### src/rtl/mdu_pkg.sv
// Shared definitions for the HI/LO multiply/divide unit.
//   mdu_op_t    : 3-bit operation code presented on the op port
//   mdu_state_t : sequencer state (idle, iterate, sign fix/commit)
//   MDU_STEPS   : radix-2 iterations per arithmetic operation
//   mag()       : magnitude of an operand, optionally treating it as signed
package mdu_pkg;

  typedef enum logic [2:0] {
    OpMult  = 3'd0,
    OpMultu = 3'd1,
    OpDiv   = 3'd2,
    OpDivu  = 3'd3,
    OpMthi  = 3'd4,
    OpMtlo  = 3'd5
  } mdu_op_t;

  typedef enum logic [1:0] {
    StIdle = 2'd0,
    StRun  = 2'd1,
    StFix  = 2'd2
  } mdu_state_t;

  localparam int unsigned MDU_STEPS = 32;

  // 0x80000000 yields 0x80000000, which read unsigned is the required 2^31.
  function automatic logic [31:0] mag(input logic [31:0] v, input logic is_signed);
    return (is_signed && v[31]) ? (~v + 32'd1) : v;
  endfunction

endpackage

### src/rtl/mdu_divstep.sv
// One combinational restoring-division step.
//   rem      : current partial remainder (always < divisor)
//   shift_in : next dividend bit shifted into the remainder
//   divisor  : divisor magnitude
//   rem_next : partial remainder after the trial subtraction
//   q_bit    : quotient bit produced by this step
module mdu_divstep (
  input  logic [31:0] rem,
  input  logic        shift_in,
  input  logic [31:0] divisor,
  output logic [31:0] rem_next,
  output logic        q_bit
);

  logic [32:0] shifted;
  logic [32:0] diff;

  always_comb begin
    shifted  = {rem, shift_in};
    diff     = shifted - {1'b0, divisor};
    // A borrow out of bit 32 means the trial subtraction went negative.
    q_bit    = ~diff[32];
    rem_next = q_bit ? diff[31:0] : shifted[31:0];
  end

endmodule

### src/rtl/mdu_hilo.sv
// Iterative multiply/divide unit holding the architectural HI/LO registers.
//   clk   : rising-edge clock
//   reset : asynchronous active-low reset
//   start : request strobe, ignored while busy
//   op    : operation (mdu_op_t)
//   a, b  : rs / rt operands
//   busy  : arithmetic operation in progress
//   done  : one-cycle pulse after HI/LO are written by an arithmetic op
//   hi,lo : architectural HI / LO
module mdu_hilo
  import mdu_pkg::*;
(
  input  logic        clk,
  input  logic        reset,
  input  logic        start,
  input  mdu_op_t     op,
  input  logic [31:0] a,
  input  logic [31:0] b,
  output logic        busy,
  output logic        done,
  output logic [31:0] hi,
  output logic [31:0] lo
);

  mdu_state_t  state_q, state_d;
  logic [5:0]  cnt_q, cnt_d;
  // Multiply: {partial product, remaining multiplier bits}.
  // Divide:   {partial remainder, dividend bits shifting into quotient}.
  logic [63:0] acc_q, acc_d;
  logic [31:0] opnd_q, opnd_d;    // multiplicand or divisor magnitude
  logic [31:0] a_q, a_d;          // raw dividend, returned in HI on divide by zero
  logic        is_div_q, is_div_d;
  logic        neg_res_q, neg_res_d;
  logic        neg_rem_q, neg_rem_d;
  logic        div0_q, div0_d;
  logic        busy_q, busy_d;
  logic        done_q, done_d;
  logic [31:0] hi_q, hi_d;
  logic [31:0] lo_q, lo_d;

  logic        signed_op;
  logic [32:0] mul_sum;
  logic [63:0] mul_next;
  logic [63:0] prod_fix;
  logic [31:0] rem_next;
  logic        q_bit;

  mdu_divstep u_divstep (
    .rem      (acc_q[63:32]),
    .shift_in (acc_q[31]),
    .divisor  (opnd_q),
    .rem_next (rem_next),
    .q_bit    (q_bit)
  );

  always_comb begin
    state_d   = state_q;
    cnt_d     = cnt_q;
    acc_d     = acc_q;
    opnd_d    = opnd_q;
    a_d       = a_q;
    is_div_d  = is_div_q;
    neg_res_d = neg_res_q;
    neg_rem_d = neg_rem_q;
    div0_d    = div0_q;
    busy_d    = busy_q;
    done_d    = 1'b0;
    hi_d      = hi_q;
    lo_d      = lo_q;

    signed_op = (op == OpMult) || (op == OpDiv);
    // Shift-add: add multiplicand into the upper half on a set LSB, then shift right.
    mul_sum   = {1'b0, acc_q[63:32]} + (acc_q[0] ? {1'b0, opnd_q} : 33'd0);
    mul_next  = {mul_sum, acc_q[31:1]};
    prod_fix  = neg_res_q ? (~acc_q + 64'd1) : acc_q;

    unique case (state_q)
      StIdle: begin
        if (start) begin
          case (op)
            OpMult, OpMultu, OpDiv, OpDivu: begin
              is_div_d  = (op == OpDiv) || (op == OpDivu);
              neg_res_d = signed_op && (a[31] ^ b[31]);
              neg_rem_d = signed_op && a[31];
              div0_d    = (b == 32'd0);
              a_d       = a;
              cnt_d     = 6'd0;
              busy_d    = 1'b1;
              state_d   = StRun;
              if (is_div_d) begin
                acc_d  = {32'd0, mag(a, signed_op)};
                opnd_d = mag(b, signed_op);
              end else begin
                acc_d  = {32'd0, mag(b, signed_op)};
                opnd_d = mag(a, signed_op);
              end
            end
            OpMthi:  hi_d = a;
            OpMtlo:  lo_d = a;
            default: ;
          endcase
        end
      end
      StRun: begin
        acc_d = is_div_q ? {rem_next, acc_q[30:0], q_bit} : mul_next;
        cnt_d = cnt_q + 6'd1;
        if (cnt_q == 6'(MDU_STEPS - 1)) begin
          state_d = StFix;
        end
      end
      StFix: begin
        if (!is_div_q) begin
          hi_d = prod_fix[63:32];
          lo_d = prod_fix[31:0];
        end else if (div0_q) begin
          hi_d = a_q;
          lo_d = 32'hFFFF_FFFF;
        end else begin
          hi_d = neg_rem_q ? (~acc_q[63:32] + 32'd1) : acc_q[63:32];
          lo_d = neg_res_q ? (~acc_q[31:0] + 32'd1) : acc_q[31:0];
        end
        cnt_d   = 6'd0;
        busy_d  = 1'b0;
        done_d  = 1'b1;
        state_d = StIdle;
      end
      default: state_d = StIdle;
    endcase
  end

  always_ff @(posedge clk or negedge reset) begin
    if (!reset) begin
      state_q   <= StIdle;
      cnt_q     <= 6'd0;
      acc_q     <= 64'd0;
      opnd_q    <= 32'd0;
      a_q       <= 32'd0;
      is_div_q  <= 1'b0;
      neg_res_q <= 1'b0;
      neg_rem_q <= 1'b0;
      div0_q    <= 1'b0;
      busy_q    <= 1'b0;
      done_q    <= 1'b0;
      hi_q      <= 32'd0;
      lo_q      <= 32'd0;
    end else begin
      state_q   <= state_d;
      cnt_q     <= cnt_d;
      acc_q     <= acc_d;
      opnd_q    <= opnd_d;
      a_q       <= a_d;
      is_div_q  <= is_div_d;
      neg_res_q <= neg_res_d;
      neg_rem_q <= neg_rem_d;
      div0_q    <= div0_d;
      busy_q    <= busy_d;
      done_q    <= done_d;
      hi_q      <= hi_d;
      lo_q      <= lo_d;
    end
  end

  assign busy = busy_q;
  assign done = done_q;
  assign hi   = hi_q;
  assign lo   = lo_q;

endmodule

### config.mk
export PLATFORM = sky130hd
export DESIGN_NAME = mdu_hilo
export DESIGN_NICKNAME = d
export VERILOG_FILES = /design/src/rtl/mdu_pkg.sv /design/src/rtl/mdu_divstep.sv /design/src/rtl/mdu_hilo.sv
export SDC_FILE = /design/constraint.sdc
export NUM_CORES = 1
export LEC_CHECK = 0
export ABC_AREA = 1
export CELL_PAD_IN_SITES_DETAIL_PLACEMENT = 0
export CELL_PAD_IN_SITES_GLOBAL_PLACEMENT = 1
export CORE_AREA = 5 5 220 222
export CTS_BUF_LIST = sky130_fd_sc_hd__clkbuf_4 sky130_fd_sc_hd__clkbuf_8
export CTS_CLUSTER_DIAMETER = 50
export DETAILED_ROUTE_END_ITERATION = 16
export DIE_AREA = 0 0 225 227
export PLACE_DENSITY_LB_ADDON = 0.1
export SETUP_SLACK_MARGIN = 0.02
export SLEW_MARGIN = 20
export SYNTH_ARGS = -nofsm -noshare
export SYNTH_HDL_FRONTEND = slang
export SYNTH_SLANG_ARGS = --single-unit
export TNS_END_PERCENT = 30
### constraint.sdc
create_clock -name clk -period 6.56 [get_ports clk]
set_input_delay 0.656 -clock clk [delete_from_list [all_inputs] [get_ports clk]]
set_output_delay 0.656 -clock clk [all_outputs]
set_load 0.1 [all_outputs]
## Word-level counts from Yosys, hierarchy flattened

Cells that the tools add are included.

| operators by class | value |
|---|---|
| muxes and demuxes | 34 |
| equal/unequal tests | 13 |
| add/sub/neg operators | 8 |
| bitwise operators | 7 |
| reduce and logical (&&, ||, !) cells | 19 |

Operators by type and width:

| cell | count |
|---|---|
| $mux W32 | 16 |
| $mux W64 | 4 |
| $add A32 B1 Y32 const B | 4 |
| $not A32 Y32 | 4 |
| $pmux W32 S2 | 2 |
| $pmux W64 S2 | 1 |
| $add A64 B1 Y64 const B | 1 |
| $not A64 Y64 | 1 |
| $add A32 B32 Y33 | 1 |
| $sub A33 B32 Y33 | 1 |
| $logic_not A32 Y1 | 1 |
| $reduce_and A3 Y1 | 7 |
| $pmux W6 S3 | 1 |
| $mux W6 | 2 |
| $add A6 B1 Y6 const B | 1 |
| $eq A3 B2 Y1 const B | 2 |
| $eq A3 B3 Y1 const B | 2 |
| $eq A6 B5 Y1 const B | 1 |
| $mux W2 | 3 |
| $ne A2 B1 Y1 const B | 3 |
| $ne A2 B2 Y1 const B | 2 |
| $pmux W2 S2 | 1 |
| $reduce_bool A2 Y1 | 2 |
| $reduce_or A4 Y1 | 1 |
| 12 further kinds | 17 |

| storage, ports and cells | value |
|---|---|
| flip-flop bits (word level) | 206 |
| input bits | 70 |
| word-level logic and storage cells | 94 |

## Logic depth before layout (Yosys ltp)

Gate-level depths: netlist of the first run.

| depth | value |
|---|---|
| word-level depth | 8 |
| depth in mapped cells | 21 |
| depth with buffers taken out | 19 |

## Hierarchy

Synthesis of the first run repeated with hierarchy kept, for this count alone.

| unflattened totals | value |
|---|---|
| cell total of the unflattened synthesis | 3625 |
| area, all modules | 20716.1 um^2 |

By module, submodules not included:

| module | cells each | instances | area an instance (um^2) |
|---|---|---|---|
| mdu_hilo | 2945 | 1 | 17565.6 |
| mdu_divstep | 680 | 1 | 3150.5 |

## Worst setup path before layout of the first run

Ideal clock, no wire load.

| path | value |
|---|---|
| path type | register to register |
| start point | register acc_q[0] |
| end point | register acc_q[59] |
| cell stages (with the launch flop) | 20 |
| setup time | 117 ps |
| slack | 3919 ps |
| period minus slack after synthesis | 2641 ps |
| required time | 6443 ps |
| arrival time | 2525 ps |
| cell sequence | dfrtp_1 > buf_2 > buf_1 > nand2_1 > inv_1 > ha_1 > inv_1 > fa_1 > o21ai_0 > nand2_1 > nand2_1 > nand2_1 > nand2_1 > nand2_1 > nand3_1 > nand2_1 > nor2_1 > nor2_1 > nand2_1 > nand2_1 |

| on the way | value |
|---|---|
| longest elaborated chain between the ends | 4 |

Ends and longest elaborated chain:

| element | line | RTL |
|---|---|---|
| start: declaration | mdu_hilo.sv:29 | `logic [63:0] acc_q, acc_d;` |
| start signal: assignment | mdu_hilo.sv:135 | `acc_q <= 64'd0;` |
| start signal: assignment | mdu_hilo.sv:149 | `acc_q <= acc_d;` |
| $mux W32 | mdu_hilo.sv:73 | `mul_sum = {1'b0, acc_q[63:32]} + (acc_q[0] ? {1'b0, opnd_q} : 33'd0);` |
| $add A32 B32 Y33 | mdu_hilo.sv:73 |  |
| $mux W64 | mdu_hilo.sv:105 | `acc_d = is_div_q ? {rem_next, acc_q[30:0], q_bit} : mul_next;` |
| $pmux W64 S2 | mdu_hilo.sv:77 | `unique case (state_q)` |

Every way passes these cells.
A chain may end at the register's enable or synchronous reset.

## Worst setup path in the final report of the first run

Same ends and word-level chain as after synthesis.

==> flow_metrics.env, run 1 <==
export IMPL_run_status="complete, but fails checks"
export IMPL_violations="hold timing"
export IMPL_hold_ws_ns=-0.004207
export IMPL_wire_per_inst_um=22.74
export IMPL_detailedRoute_firstPassIterationCount=9
export IMPL_postSynth_asyncResetShare_pct=100.0
export IMPL_gr_total_overflow=0
export IMPL_period_needed_ns=3.925
export IMPL_ys_flop_type="sky130_fd_sc_hd__dfrtp_1"
export IMPL_tritoncts="done"
export IMPL_synth_fp_nets=3831
export IMPL_post_route_cells_drive_above_1_share_pct=4.279
export IMPL_max_slew_margin_pct=26.06
export IMPL_dr_first_iter_drc_count=3493
export IMPL_post_drt_via_cell_ratio=5.814
export IMPL_die_width_um=225
export IMPL_critical_path_startpoint_type="flop"
export IMPL_gp_congestion=1.045
export IMPL_ios=136
export IMPL_ctsHtreeMaxLevel=2
export IMPL_grt_first_pass_wirelength_mm=147.7
export IMPL_timing_final_max_slew_violations=0
export IMPL_post_route_period_util_pct=59.84
export IMPL_drv_max_cap_violation_count=0
export IMPL_critPathRequiredTime_ns=7.04
export IMPL_cts_hold_repair_buffers=0
export IMPL_dieArea_um2=51080
export IMPL_netlist_cell_type_count=53
export IMPL_worst_endpoint_arrival_ns=4.40
export IMPL_highest_delay_cell_along_the_critical_path="sky130_fd_sc_hd__dfrtp_1"
export IMPL_fillCellCount=4963
export IMPL_postSynthRegisterBits=206
export IMPL_cts_num_sinks=206
export IMPL_cts_buffers_inserted=42
export IMPL_yosys_top_cells_area="sky130_fd_sc_hd__dfrtp_1 25%, sky130_fd_sc_hd__nand2_1 22%, sky130_fd_sc_hd__nor2_1 9.6%, sky130_fd_sc_hd__inv_1 8.3%, sky130_fd_sc_hd__nand3_1 6.7%"
export IMPL_ant_nets=0
export IMPL_synth_top_cell_area_share_pct=24.64
export IMPL_cts_repair_resized=0
export IMPL_worst_slew_pin_transition_ns=1.109
export IMPL_setup_viol_count_final=0
export IMPL_place_port_buffers=135
export IMPL_synth_most_common_cell="sky130_fd_sc_hd__nand2_1"
export IMPL_floorplan_core_area_um2=46160
export IMPL_synth_top_cells_by_count="1250 x sky130_fd_sc_hd__nand2_1, 535 x sky130_fd_sc_hd__nor2_1, 461 x sky130_fd_sc_hd__inv_1, 279 x sky130_fd_sc_hd__nand3_1, 231 x sky130_fd_sc_hd__o21ai_0"
export IMPL_peakVddDrop_uv=568.3
export IMPL_timing_clock_skew_ns=0.05749
export IMPL_power_leakage_nw=12.23
export IMPL_synth_to_final_area_change_pct=12.92
export IMPL_number_of_buffers_on_the_longest_clock_path=3
export IMPL_die_h_um=227
export IMPL_cp_end_kind="flop"
export IMPL_detailed_place_hpwl_mm=79.00
export IMPL_post_synth_edffs=0
export IMPL_std_cell_rows=79
export IMPL_cts_clk_slew_worst_paths_ns=0.06
export IMPL_fmax_mhz=254.8
export IMPL_final_nets=3899
export IMPL_initial_utilization_pct=45.33
export IMPL_wirelength_mm=99.97
export IMPL_finalPower_mw=15.59
export IMPL_synth_cell_area_um2=20920
export IMPL_criticalPathCategory="reg2reg"
export IMPL_initial_antenna_violation_count=3
export IMPL_drcViolationCount=0
export IMPL_syn_inst=3686
export IMPL_max_stage_delay_ns=1.08
export IMPL_postSynthAreaPerCell_um2=5.676
export IMPL_first_global_vias=23900
export IMPL_synth_top_cell_by_area="sky130_fd_sc_hd__dfrtp_1"
export IMPL_post_cts_setup_buffers=0
export IMPL_grt_max_degree=82
export IMPL_overall_track_demand_over_capacity_in_global_routing_pct=38.00
export IMPL_worst_skew_pair_late_latency_ns=0.63
export IMPL_synthesis_yosys_warnings=0
export IMPL_worstPathCellList="buf_4 > nand2_1 > inv_1 > ha_1 > inv_1 > fa_1 > o21ai_0 > nand2_1 > nand2_1 > nand2_1 > nand2_1 > nand2_1 > nand3_1 > nand2_1 > nor2_1 > nor2_1 > nand2_1 > nand2_1"
export IMPL_rsz0062_at_grt="false"
export IMPL_path_max_fanout=27
export IMPL_critical_path_most_common_cell="sky130_fd_sc_hd__nand2_1"
export IMPL_clk_root_buffer_cell="sky130_fd_sc_hd__clkbuf_8"
export IMPL_powerDensity_nw_per_um2=660.0
export IMPL_total_number_of_vias=25560
export IMPL_hold_violations=1
export IMPL_ys_seq_area_share_pct=24.64
export IMPL_worst_hold_path_type="in2async"
export IMPL_totalNegativeSetupSlack_ns=0
[cell usage in the layout (no fill, tap or decap), types with 5 or more instances in the layout]
cell type	n
sky130_fd_sc_hd__o221ai_1	5
sky130_fd_sc_hd__clkinv_2	9
sky130_fd_sc_hd__o21ai_0	231
sky130_fd_sc_hd__dfrtp_1	204
sky130_fd_sc_hd__nor3_1	32
sky130_fd_sc_hd__nor2_2	12
sky130_fd_sc_hd__clkbuf_4	8
sky130_fd_sc_hd__clkbuf_8	53
sky130_fd_sc_hd__o21ai_1	16
sky130_fd_sc_hd__o211ai_1	31
sky130_fd_sc_hd__or2_2	5
sky130_fd_sc_hd__xnor2_1	12
sky130_fd_sc_hd__clkdlybuf4s50_1	134
sky130_fd_sc_hd__nand3_1	279
sky130_fd_sc_hd__nor2_1	533
sky130_fd_sc_hd__inv_2	7
sky130_fd_sc_hd__o21bai_1	11
sky130_fd_sc_hd__nand3b_1	9
sky130_fd_sc_hd__ha_1	72
sky130_fd_sc_hd__xor2_1	54
sky130_fd_sc_hd__a21oi_1	224
sky130_fd_sc_hd__inv_1	459
sky130_fd_sc_hd__a31oi_1	8
sky130_fd_sc_hd__buf_4	24
sky130_fd_sc_hd__nand4_1	32
sky130_fd_sc_hd__nand2_2	8
sky130_fd_sc_hd__nand2_1	1250
[through the flow]
step	instance area (um2)	setup WS, ns	utilization (%)	std cells	hold WS [ns]
after floorplan	20920	3.919	-	3686	0.3604
after global placement	22630	2.845	49.03	4317	0.4645
after detailed placement	22630	2.778	49.03	4317	0.4730
after CTS	23610	2.749	51.15	4393	0.03346
after global routing	23620	2.419	51.17	4394	0.04645
final	23630	2.635	51.18	4397	-0.004207
[layer usage]
metal | track usage [%] | wire length (um) | vias to the layer above
li1 | - | - | 11810
met1 | 51.76 | 40970 | 11980
met2 | 57.00 | 42100 | 1487
met3 | 9.542 | 11460 | 293
met4 | 17.58 | 5436 | 0
met5 | 0 | 0 | -
[logic make-up (layout without fill, tap and decap cells)]
| kind of cell | count (synthesis) | in the layout | share of synthesized area [%] |
|---|---|---|---|
| and+or+nand+nor | 2181 | 2181 | 42.34 |
| buffers and inverters | 608 | 708 | 11.53 |
| AOI/OAI and AO/OA | 550 | 550 | 14.17 |
| DFF | 206 | 206 | 24.64 |
| adders and majority gates | 75 | 75 | 4.557 |
| xor gates and xnor gates | 66 | 66 | 2.763 |
| other | 0 | 4 | 0 |
[registers in the layout (all words and copies together) (netlist names), 2 cells and up]
signal	cells
state_q	2
hi	32
acc_q	64
cnt_q	6
lo	32
a_q	32
opnd_q	32
[cell type report]
type	instances	area (um2)	share of cell area [%]
Sequential cell	206	5157	21.83
Multi-Input combinational cell	2872	13390	56.69
Clock buffer	61	789.5	3.342
Inverter	472	1777	7.520
Timing Repair Buffer	160	1548	6.551
Tap cell	607	759.5	3.215
Antenna cell	4	10.01	0.04237
Clock inverter	15	191.4	0.8103
[report_power, final]
part	internal (mW)	switching, mW
Sequential	1.88	1.06
Clock	0.937	0.665
Combinational	3.03	8.02
[path summary, 6_finish.rpt]
kind,startpoint,end,slack (ns),cells past startpoint
worst max-delay path,acc_q[0]$_DFFE_PN0P_,acc_q[59]$_DFFE_PN0P_,2.63,18
worst min-delay path,reset,acc_q[47]$_DFFE_PN0P_,-0.004,1
worst max register to register,acc_q[0]$_DFFE_PN0P_,acc_q[59]$_DFFE_PN0P_,2.63,18
worst min register to register,a_q[23]$_DFFE_PN0P_,a_q[23]$_DFFE_PN0P_,0.48,2
max in group asynchronous,reset,done$_DFF_PN0_,5.27,2
min in group clk,a_q[23]$_DFFE_PN0P_,a_q[23]$_DFFE_PN0P_,0.48,2
[worst max-delay path: cells and delay by family (launching register included)]
kind,cells,cell delay [ns]
adders and majority gates,2,0.62
and+or+nand+nor,12,1.07
DFF,1,1.08
AOI/OAI and AO/OA,1,0.56
buffers and inverters,3,0.45
Note: power is estimated with default switching activity, not from simulation.
==> run 2, diff against run 1 <==
- CORE_AREA: 5 5 220 222 -> 5 5 238 240
- DIE_AREA: 0 0 225 227 -> 0 0 243 245
- clock period: 6.56 -> 3.4 ns (I/O delays scaled with it)
==> flow_metrics.env, run 2 (synthesized netlist as in run 1, its figures left out) <==
export IMPL_detailedRoute_firstPassIterationCount=6
export IMPL_first_global_vias=23670
export IMPL_overall_track_demand_over_capacity_in_global_routing_pct=34.19
export IMPL_timing_rr_end="acc_q[34]$_DFFE_PN0P_"
export IMPL_seq_area_um2=5157
export IMPL_place_inst=4469
export IMPL_r2r_setup_slack_ns=0.28
export IMPL_detailed_place_hpwl_mm=85.98
export IMPL_worst_slew_pin_transition_ns=1.045
export IMPL_floorplan_core_area_um2=54450
export IMPL_layout_cells_most_common="sky130_fd_sc_hd__nand2_1"
export IMPL_critPathRequiredTime_ns=3.96
export IMPL_synth_to_final_area_change_pct=16.12
export IMPL_drv_max_cap_violation_count=0
export IMPL_worst_endpoint_arrival_ns=3.69
export IMPL_ctsHtreeMaxLevel=2
export IMPL_final_nets=3957
export IMPL_initial_antenna_violation_count=3
export IMPL_finish_cell_count_without_fillers=4551
export IMPL_critical_path_startpoint_type="flop"
export IMPL_path_max_fanout=19
export IMPL_cts_num_sinks=206
export IMPL_drcViolationCount=0
export IMPL_finalPower_mw=30.78
export IMPL_totalNegativeSetupSlack_ns=0
export IMPL_fillCellCount=5999
export IMPL_die_width_um=243
export IMPL_tritoncts="done"
export IMPL_cts_clk_slew_worst_paths_ns=0.06
export IMPL_ant_nets=0
export IMPL_worstRegToRegCells=17
export IMPL_dr_first_iter_drc_count=2713
export IMPL_fmax_mhz=320.2
export IMPL_max_slew_margin_pct=30.08
export IMPL_gr_total_overflow=0
export IMPL_setup_viol_count_final=0
export IMPL_largest_register_ff_count=64
export IMPL_power_leakage_nw=12.55
export IMPL_peakVddDrop_uv=860.7
export IMPL_number_of_buffers_on_the_longest_clock_path=3
export IMPL_global_route_track_usage_on_met1_pct=48.73
export IMPL_cp_end_kind="flop"
export IMPL_gp_congestion=1.071
export IMPL_initial_utilization_pct=38.43
export IMPL_cts_repair_resized=0
export IMPL_cts_buffers_inserted=44
export IMPL_post_cts_setup_buffers=0
export IMPL_met3_usage_pct=6.457
export IMPL_timing_critical_path_from="acc_q[31]$_DFFE_PN0P_"
export IMPL_clk_root_buffer_cell="sky130_fd_sc_hd__clkbuf_8"
export IMPL_multi_input_gate_area_um2=13400
export IMPL_total_number_of_vias=25410
export IMPL_timing_clock_skew_ns=0.05446
export IMPL_rsz0062_at_grt="false"
export IMPL_criticalPathCategory="reg2reg"
export IMPL_most_frequent_cells_in_the_layout="1250 x sky130_fd_sc_hd__nand2_1, 533 x sky130_fd_sc_hd__nor2_1, 459 x sky130_fd_sc_hd__inv_1, 279 x sky130_fd_sc_hd__nand3_1, 231 x sky130_fd_sc_hd__o21ai_0"
export IMPL_die_h_um=245
export IMPL_std_cell_rows=86
export IMPL_timing_rr_start="acc_q[31]$_DFFE_PN0P_"
export IMPL_run_status="completed"
export IMPL_wirelength_mm=106.0
export IMPL_grt_most_used_layer="met2"
export IMPL_post_drt_via_cell_ratio=5.584
export IMPL_worst_hold_path_type="in2async"
export IMPL_grt_max_degree=103
export IMPL_post_route_period_util_pct=91.87
export IMPL_hold_violations=0
export IMPL_ios=136
export IMPL_post_route_cells_drive_above_1_share_pct=5.697
export IMPL_worst_skew_pair_late_latency_ns=0.66
export IMPL_top_register="acc_q"
export IMPL_grtUsageMet2_pct=51.08
export IMPL_timing_final_max_slew_violations=0
export IMPL_grt_first_pass_wirelength_mm=154.6
export IMPL_powerDensity_nw_per_um2=1267
export IMPL_dieArea_um2=59540
export IMPL_endpoint="acc_q[34]$_DFFE_PN0P_"
export IMPL_place_port_buffers=135
export IMPL_period_needed_ns=3.124
export IMPL_wire_per_inst_um=23.29
run 2: cell count changes in the layout (fill, tap and decap cells not counted), sizes merged:
cell         change
buf             +55
clkinv           -5
bufinv           +2
clkinvlp         +2
inv              +2
clkbuf           +1
diode            -1
dlygate4sd3      +1
run 2: worst max-delay path, stage by stage (launching register included):
cell and delay [ns]:
sky130_fd_sc_hd__dfrtp_1 0.48, sky130_fd_sc_hd__inv_1 0.14, sky130_fd_sc_hd__ha_1 0.23, sky130_fd_sc_hd__fa_1 0.48, sky130_fd_sc_hd__nor2_1 0.18, sky130_fd_sc_hd__o21ai_1 0.07, sky130_fd_sc_hd__nand2_1 0.16, sky130_fd_sc_hd__nand2_1 0.08
sky130_fd_sc_hd__nand2_1 0.11, sky130_fd_sc_hd__nand2_1 0.12, sky130_fd_sc_hd__nand2_2 0.11, sky130_fd_sc_hd__nand2_2 0.06, sky130_fd_sc_hd__nand2_4 0.18, sky130_fd_sc_hd__buf_4 0.32, sky130_fd_sc_hd__nand2_1 0.09, sky130_fd_sc_hd__nand3_1 0.09
sky130_fd_sc_hd__nand2_1 0.06, sky130_fd_sc_hd__nand2_1 0.06
run 2: layout make-up:
class / count / area share (%)
repair buffers: 216 / 8.250
inverters: 472 / 7.313
clock inverters: 16 / 1.097
diodes: 3 / 0.03090
multi-input cells: 2872 / 55.17
well taps: 704 / 3.626
flip-flops and latches: 206 / 21.23
clock buffers: 62 / 3.281
run 2: report_power, final:
part	total (mW)	switching, mW	internal (mW)	leakage [nW]
Clock	3.33	1.34	1.99	0.544
Sequential	5.04	1.39	3.64	2.47
Combinational	22.4	16.2	6.18	9.53
Total	30.8	19.0	11.8	12.5
run 2: how the worst min path moves through the flow:
stage / slack, ns / start / endpoint / depth (start not counted)
floorplan: 0.04 / reset / a_q[0]$_DFFE_PN0P_ / 0
global placement: 0.25 / reset / acc_q[59]$_DFFE_PN0P_ / 1
detailed placement: 0.25 / reset / acc_q[59]$_DFFE_PN0P_ / 1
CTS: 0.16 / reset / a_q[2]$_DFFE_PN0P_ / 2
global route: 0.20 / reset / a_q[14]$_DFFE_PN0P_ / 2
finish: 0.19 / reset / a_q[2]$_DFFE_PN0P_ / 2
run 2: what timing repair did:
| action | 4_1_cts | 5_1_grt |
|---|---|---|
| endpoints found under the hold margin | 30 | 0 |
| hold buffers | 1 | 0 |
| setup endpoints to repair | 0 | 0 |
run 2: routing by layer:
layer  wire length [um]  vias to the layer above
met5                 12                        -
met3               9374                      230
met1              46620                    11960
met4               5257                        2
met2              44720                     1295
li1                   -                    11920
run 2: metrics by stage:
stage                     setup slack, ns  util, %  cell area, um2  hold slack, ns
after floorplan                    0.7588        -           20920         0.04441
after global placement             0.3185    42.63           23210          0.2537
after detailed placement           0.3271    42.63           23210          0.2528
after CTS                          0.3360    44.61           24290          0.1626
after global routing               0.1450    44.61           24290          0.1966
final                              0.2765    44.62           24290          0.1932
